<file path="src/rtl/ps2_scan_display.sv">
// PS/2 keyboard receiver with hex display of the latest scan byte and a
// BCD display of the number of 0xF0 break prefixes received.
module ps2_scan_display #(
    parameter int SYNC_STAGES = 3
) (
    input  logic       clk,
    input  logic       clrn,
    input  logic       ps2_clk,
    input  logic       ps2_data,
    output logic [7:0] data,
    output logic [7:0] data_prev,
    output logic       ready,
    output logic [7:0] count,
    output logic [6:0] hex_lo,
    output logic [6:0] hex_hi,
    output logic [6:0] cnt_lo,
    output logic [6:0] cnt_hi
);

    localparam logic [6:0] SEG_BLANK = 7'b1111111;

    function automatic logic [6:0] hex_seg(input logic [3:0] nib);
        logic [6:0] seg;
        case (nib)
            4'h0:    seg = 7'b1000000;
            4'h1:    seg = 7'b1111001;
            4'h2:    seg = 7'b0100100;
            4'h3:    seg = 7'b0110000;
            4'h4:    seg = 7'b0011001;
            4'h5:    seg = 7'b0010010;
            4'h6:    seg = 7'b0000010;
            4'h7:    seg = 7'b1111000;
            4'h8:    seg = 7'b0000000;
            4'h9:    seg = 7'b0010000;
            4'hA:    seg = 7'b0001000;
            4'hB:    seg = 7'b0000011;
            4'hC:    seg = 7'b1000110;
            4'hD:    seg = 7'b0100001;
            4'hE:    seg = 7'b0000110;
            default: seg = 7'b0001110;
        endcase
        return seg;
    endfunction

    function automatic logic [6:0] bcd_seg(input logic [3:0] nib);
        return (nib > 4'd9) ? SEG_BLANK : hex_seg(nib);
    endfunction

    logic [SYNC_STAGES-1:0] sync_p0;
    logic                   fall_p0;
    logic [3:0]             bit_cnt;
    logic [9:0]             frame_buf;
    logic                   frame_ok;
    logic [7:0]             hex_q_p1;
    logic                   hex_vld_p1;

    // Stage 0: ps2_clk synchroniser and falling-edge detect (oldest stage is MSB)
    assign fall_p0  = sync_p0[SYNC_STAGES-1] & ~sync_p0[SYNC_STAGES-2];
    assign frame_ok = (bit_cnt == 4'd10) && !frame_buf[0] && ps2_data && (^frame_buf[9:1]);

    always_ff @(posedge clk or negedge clrn) begin
        if (!clrn) begin
            sync_p0   <= '1;
            bit_cnt   <= 4'd0;
            frame_buf <= 10'd0;
            data      <= 8'h00;
            data_prev <= 8'h00;
            ready     <= 1'b0;
            count     <= 8'h00;
        end else begin
            sync_p0 <= {sync_p0[SYNC_STAGES-2:0], ps2_clk};
            ready   <= 1'b0;
            if (fall_p0) begin
                if (bit_cnt == 4'd10) begin
                    // Stop bit: accept or drop the frame, always rearm for the next start bit
                    bit_cnt <= 4'd0;
                    if (frame_ok) begin
                        data      <= frame_buf[8:1];
                        data_prev <= data;
                        ready     <= 1'b1;
                        if (frame_buf[8:1] == 8'hF0)
                            count <= count + 8'd1;
                    end
                end else begin
                    frame_buf[bit_cnt] <= ps2_data;
                    bit_cnt            <= bit_cnt + 4'd1;
                end
            end
        end
    end

    // Stage 1: display register, loaded on each accepted byte
    always_ff @(posedge clk or negedge clrn) begin
        if (!clrn) begin
            hex_q_p1   <= 8'h00;
            hex_vld_p1 <= 1'b0;
        end else if (ready) begin
            hex_q_p1   <= data;
            hex_vld_p1 <= 1'b1;
        end
    end

    assign hex_lo = hex_vld_p1 ? hex_seg(hex_q_p1[3:0]) : SEG_BLANK;
    assign hex_hi = hex_vld_p1 ? hex_seg(hex_q_p1[7:4]) : SEG_BLANK;

    // A zero count shows nothing, so the display is dark out of reset.
    assign cnt_lo = (count == 8'h00) ? SEG_BLANK : bcd_seg(count[3:0]);
    assign cnt_hi = (count == 8'h00) ? SEG_BLANK : bcd_seg(count[7:4]);

endmodule

</file>
<file path="config.mk">
export PLATFORM = sky130hd
export DESIGN_NAME = ps2_scan_display
export DESIGN_NICKNAME = d
export VERILOG_FILES = /design/src/rtl/ps2_scan_display.sv
export SDC_FILE = /design/constraint.sdc
export NUM_CORES = 1
export LEC_CHECK = 0
export BUFFER_PORTS_ARGS = -buffer_cell sky130_fd_sc_hd__buf_2
export CAP_MARGIN = 20
export CORE_ASPECT_RATIO = 0.75
export CORE_MARGIN = 2
export CORE_UTILIZATION = 56
export DETAILED_ROUTE_END_ITERATION = 6
export HOLD_SLACK_MARGIN = 0.05
export PLACE_DENSITY_LB_ADDON = 0.12
export SLEW_MARGIN = 20
export SYNTH_ARGS = -nofsm -noshare
export SYNTH_HDL_FRONTEND = slang
export SYNTH_SLANG_ARGS = --single-unit
</file>
<file path="constraint.sdc">
create_clock -name clk -period 3.3 [get_ports clk]
set_clock_uncertainty 0.15 [all_clocks]
set_input_delay 0.165 -clock clk [delete_from_list [all_inputs] [get_ports clk]]
set_output_delay 0.165 -clock clk [all_outputs]
set_load 0.01 [all_outputs]
</file>
; ---- Word level (Yosys, flattened, before mapping)
; Memory sizes are Yosys's and may differ from the RTL's.
; Cells that the tools add are included.
[word_totals]
register_bits = 51
romBits = 448
inputBits = 4
out_inout_bits = 53
wordCells = 47
n_memories = 4
[mem_list]
columns = name, words, word_bits, rd, rd_ports_with_merged_regs, write_ports, line_no
row1 = (no name shown), 16, 7, 1, 0, 0, 24  ; case (nib)
row2 = (no name shown), 16, 7, 1, 0, 0, 24
row3 = (no name shown), 16, 7, 1, 0, 0, 24
row4 = (no name shown), 16, 7, 1, 0, 0, 24
[classes]
n_addsub = 2
order_cmp = 4
n_eq_ne = 2
mux = 13
bitwise = 3
reduce_logical = 10
[ops]
columns = operator, n
row1 = 7-bit 2-to-1 mux, 6
row2 = 10-bit bitwise mux, 1
row3 = 9-bit XOR reduction, 1
row4 = "8-bit by 1-bit adder with 8-bit output, second input constant", 1
row5 = "8-bit == test, second input constant", 1
row6 = "4-bit greater-than comparator, second input constant", 2
row7 = 8-bit logical NOT, 1
row8 = "4-bit by 5-bit less-than comparator with 1-bit output, second input constant", 1
row9 = "4-bit by 1-bit adder with 4-bit output, second input constant", 1
row10 = 1-bit demux with 4-bit select, 1
row11 = "4-bit == test, second input constant", 1
row12 = "4-bit by 1-bit greater-or-equal comparator with 1-bit output, second input constant", 1
row13 = 1-bit logical AND, 4
row14 = 1-bit 2-to-1 mux, 4
row15 = 4-bit 2-to-1 mux, 1
row16 = 4-bit AND reduction, 1
row17 = 3-bit AND reduction, 1
row18 = 1-bit inverter, 2
row19 = 2-bit AND reduction, 1
row20 = 1-bit bitwise AND, 1
row21 = 1-bit logical NOT, 1

; ---- Longest topological paths before layout
[depth]
word_depth = 7
depth_mapped = 8
ltp_nobuf = 6

; ---- Least setup slack after synthesis
; OpenSTA, ideal clock, no wires.
[synth_timing]
path_kind = register to register
startpoint = register frame_buf[1]
endpoint = register data[0]
setup_time_ns = 0.125
t_arrival_ns = 2.014
required_time_ns = 3.025
path_slack_ns = 1.011
path_stages_with_launch = 9
n_path_buf = 2
synth_period_minus_slack_ns = 2.289
cell_sequence = dfrtp_1 inv_1 ha_1 xnor3_2 xnor2_4 and2_4 buf_6 buf_12 mux2_4
[synth_between]
elab_chain_len = 3
[synth_rtl]
columns = item, line_no
row1 = start: declaration, 52  ; logic [9:0] frame_buf;
row2 = start signal: indexed assignment, 85  ; frame_buf[bit_cnt] <= ps2_data;
row3 = 9-bit XOR reduction, 59  ; assign frame_ok = (bit_cnt == 4'd10) && !frame_buf[0] && ps2_data && (^frame_buf[9:1]);
row4 = 1-bit logical AND, 59
row5 = 3-bit AND reduction (no line), n/a
row6 = end signal: assignment, 78  ; data <= frame_buf[8:1];
row7 = end: declaration, 10  ; output logic [7:0] data,
; Parallel ways exist; a longest one is shown, timed or not.
; A chain may end at the register's enable or synchronous reset.

; ---- Final worst setup path
[layout_timing]
startpoint = register count[4]
endpoint = output cnt_lo[6]
[layout_between]
elab_chain_len = 2
[layout_rtl]
columns = item, line_no
row1 = start: declaration, 13  ; output logic [7:0] count,
row2 = start signal: assignment, 82  ; count <= count + 8'd1;
row3 = 8-bit logical NOT, 107  ; assign cnt_lo = (count == 8'h00) ? SEG_BLANK : bcd_seg(count[3:0]);
row4 = 7-bit 2-to-1 mux, 107
row5 = end: declaration, 16  ; output logic [6:0] cnt_lo,
; No other way between the ends.

==> metrics <==
Final Hold Violating Endpoints 0; largest net degree at the start of global routing 52; MaxCap Viol Count 0; Slew Limit Fails 0; initial antenna violation count 0; CTS clk-pin slew, worst paths 0.09 ns; vias in the first global route 2223; CP Launch Type flip-flop; CTS tree built; dpl cells 437; Total GRT Usage 20.4%; setup violators final 0; Reg2Reg Setup Slack 0.90 ns; CTS Buffer Depth 2; mapped cell area 3280 um2; Vias 2424; hold_sp ps2_data; largest fanout on the critical path 8; fin cells 447; hold-critical path endpoint frame_buf[2]$_DFFE_PN0P_; Tmin final 2.61 ns; flops & latches, synth 51; via/cell ratio 5.42; H-tree depth 2; leak pwr 1.61 nW; num ports 57; Starting Density 57.2%; Placer Congestion 0.844; Core Area 5740 um2; Ys Warns 0; wire per inst 13.8 um; FP Rows 24; cell accounting for the most synthesized area dfrtp_1; die area 6500 um2; Critical Path Max Stage Delay 0.53 ns; detailed-router iteration count before antenna repair 4; commonest non-fill, non-tap cell in the layout buf_2; Cells on Worst Hold Path 2; clk sinks 51; FF-to-FF End data[7]$_DFFE_PN0P_; DR DRC count 0; DIE HEIGHT 70.3 um; dominant synthesized flop cell dfrtp_1; share of cells above drive strength 1 28.5%; Die Wd 92.4 um; clk root buf clkbuf_8; first-pass GRT wire length 10.8 mm; reg2reg path depth 6; placed cell area 3560 um2; Max VDD drop 0.539 mV; hpwl dp 4.51 mm; cells after synthesis 318; I/O Buffers 56; n_diodes 0; Inserted Clock Buffers 5; Post-DRT Antenna Nets 0; CP Class flip-flop to output port; worst-skew pair later-pin latency 0.31 ns; Slew headroom 55.7%; worst hold-check path type input port to flip-flop; status complete, no violations; post-synth cell types 43; ranking of synthesized cells by area dfrtp_1, ha_1, mux2_2, mux2_4, nand2_1; CP cell instances inv_1, ha_1, and4_1, a21oi_1, o311ai_0, buf_2; CP bufs+invs 2; Area Growth Syn to Fin 12.5%; grt total ovfl 0; RSZ-0062 raised after global routing no; setup_tns 0 ns; Avg Cell Area, Syn 10.3 um2; slowest stage cell, crit path dfrtp_1; Tcrit/Tclk final 79.0%; reg2reg start frame_buf[1]$_DFFE_PN0P_; CP endpoint kind output port; pwr/cell area 608 nW/um2; Final Instance Area 3690 um2; Peak Freq 384 MHz; most frequent cells in the layout buf_2, dfrtp_1, nand2_1, ha_1, mux2_2; Critical Path RT 2.98 ns; final wirelength 6.19 mm; Post-synth EDFFs 0; Synth Net Count 352; CP top delay family compound AO/OA/AOI/OAI gates; asr flop ratio synth 100%; CP arrival 2.29 ns; nets@finish 402; sequential area share after synthesis 39.0%; DR iter-0 viols 108; worst slew pin tran 0.659 ns; top cell type's share of synthesized area 36.6%
-- state kept, by name, indices dropped and copies added, names as in the netlist --
signal	count
bit_cnt	4
count	8
data	8
data_prev	8
frame_buf	10
hex_q_p1	8
hex_vld_p1	1
ready	1
sync_p0	3
-- layout make-up --
| cell class | instances | area, um2 |
|---|---|---|
| inverters | 16 | 60.1 |
| repair buffers | 58 | 303 |
| flip-flops and latches | 51 | 1280 |
| clock buffers | 7 | 96.3 |
| well taps | 78 | 97.6 |
| clock inverters | 1 | 7.51 |
| multi-input cells | 236 | 1850 |
| fillers | 474 | 2040 |
-- kinds of logic (layout without fill, tap and decap cells) --
group	count (synthesis)	count (layout)	synth area share, %
and+or+nand+nor	97	97	15.2
buffers and inverters	31	82	4.73
DFF	51	51	39.0
AOI/OAI and AO/OA	65	65	13.2
xor gates and xnor gates	11	11	4.19
muxes	33	33	12.2
adders and majority gates	30	30	11.4
-- per-layer routing --
metal	wire length [um]	vias up	part of all wire, %	global-route usage, %
li1	-	1227	-	-
met4	57	0	0.92	4.98
met5	0	-	0	0
met3	271	6	4.4	3.34
met1	3230	1144	52	32.5
met2	2640	47	43	28.9
-- cell usage after synthesis, types with 10 or more instances --
cell	n
a21oi_1	10
clkbuf_1	11
dfrtp_1	48
ha_1	30
inv_1	16
mux2_2	21
nand2_1	32
nand3_1	13
nor2_1	13
o211ai_1	16
o21ai_0	18
-- power breakdown --
part           switching (mW)  total [mW]  internal (mW)
combinational           0.445       0.926          0.481
sequential              0.156       0.918          0.761
clock                   0.208       0.399          0.191
-- worst max path at each step --
stage	startpoint	to	slack (ns)	depth (start not counted)
final	count[4]$_DFFE_PN0P_	cnt_lo[6]	0.69	6
after global routing	count[4]$_DFFE_PN0P_	cnt_lo[6]	0.49	6
after CTS	count[4]$_DFFE_PN0P_	cnt_lo[6]	0.66	6
after detailed placement	frame_buf[1]$_DFFE_PN0P_	data[7]$_DFFE_PN0P_	0.91	6
after global placement	frame_buf[1]$_DFFE_PN0P_	data_prev[0]$_DFFE_PN0P_	0.94	6
after floorplan	frame_buf[1]$_DFFE_PN0P_	data[0]$_DFFE_PN0P_	1.01	8
-- per-stage QoR --
| step | worst slack [ns] | total power, mW | hold WS (ns) | util [%] |
|---|---|---|---|---|
| after detailed placement | 0.913 | 1.85 | 0.122 | 62.2 |
| final | 0.693 | 2.24 | 0.0982 | 64.4 |
| after floorplan | 1.01 | 1.64 | -0.281 | - |
| after CTS | 0.660 | 2.26 | 0.0934 | 64.3 |
| after global routing | 0.493 | 2.39 | 0.111 | 64.4 |
| after global placement | 0.940 | 1.84 | 0.121 | 62.2 |
-- repair_timing --
action                    4_1_cts  5_1_grt
gates resized for setup         0        0
setup buffers                   0        0
hold buffers                    2        0
hold endpoints to repair       49        0
No activity file was read; power rests on OpenSTA's default activity.
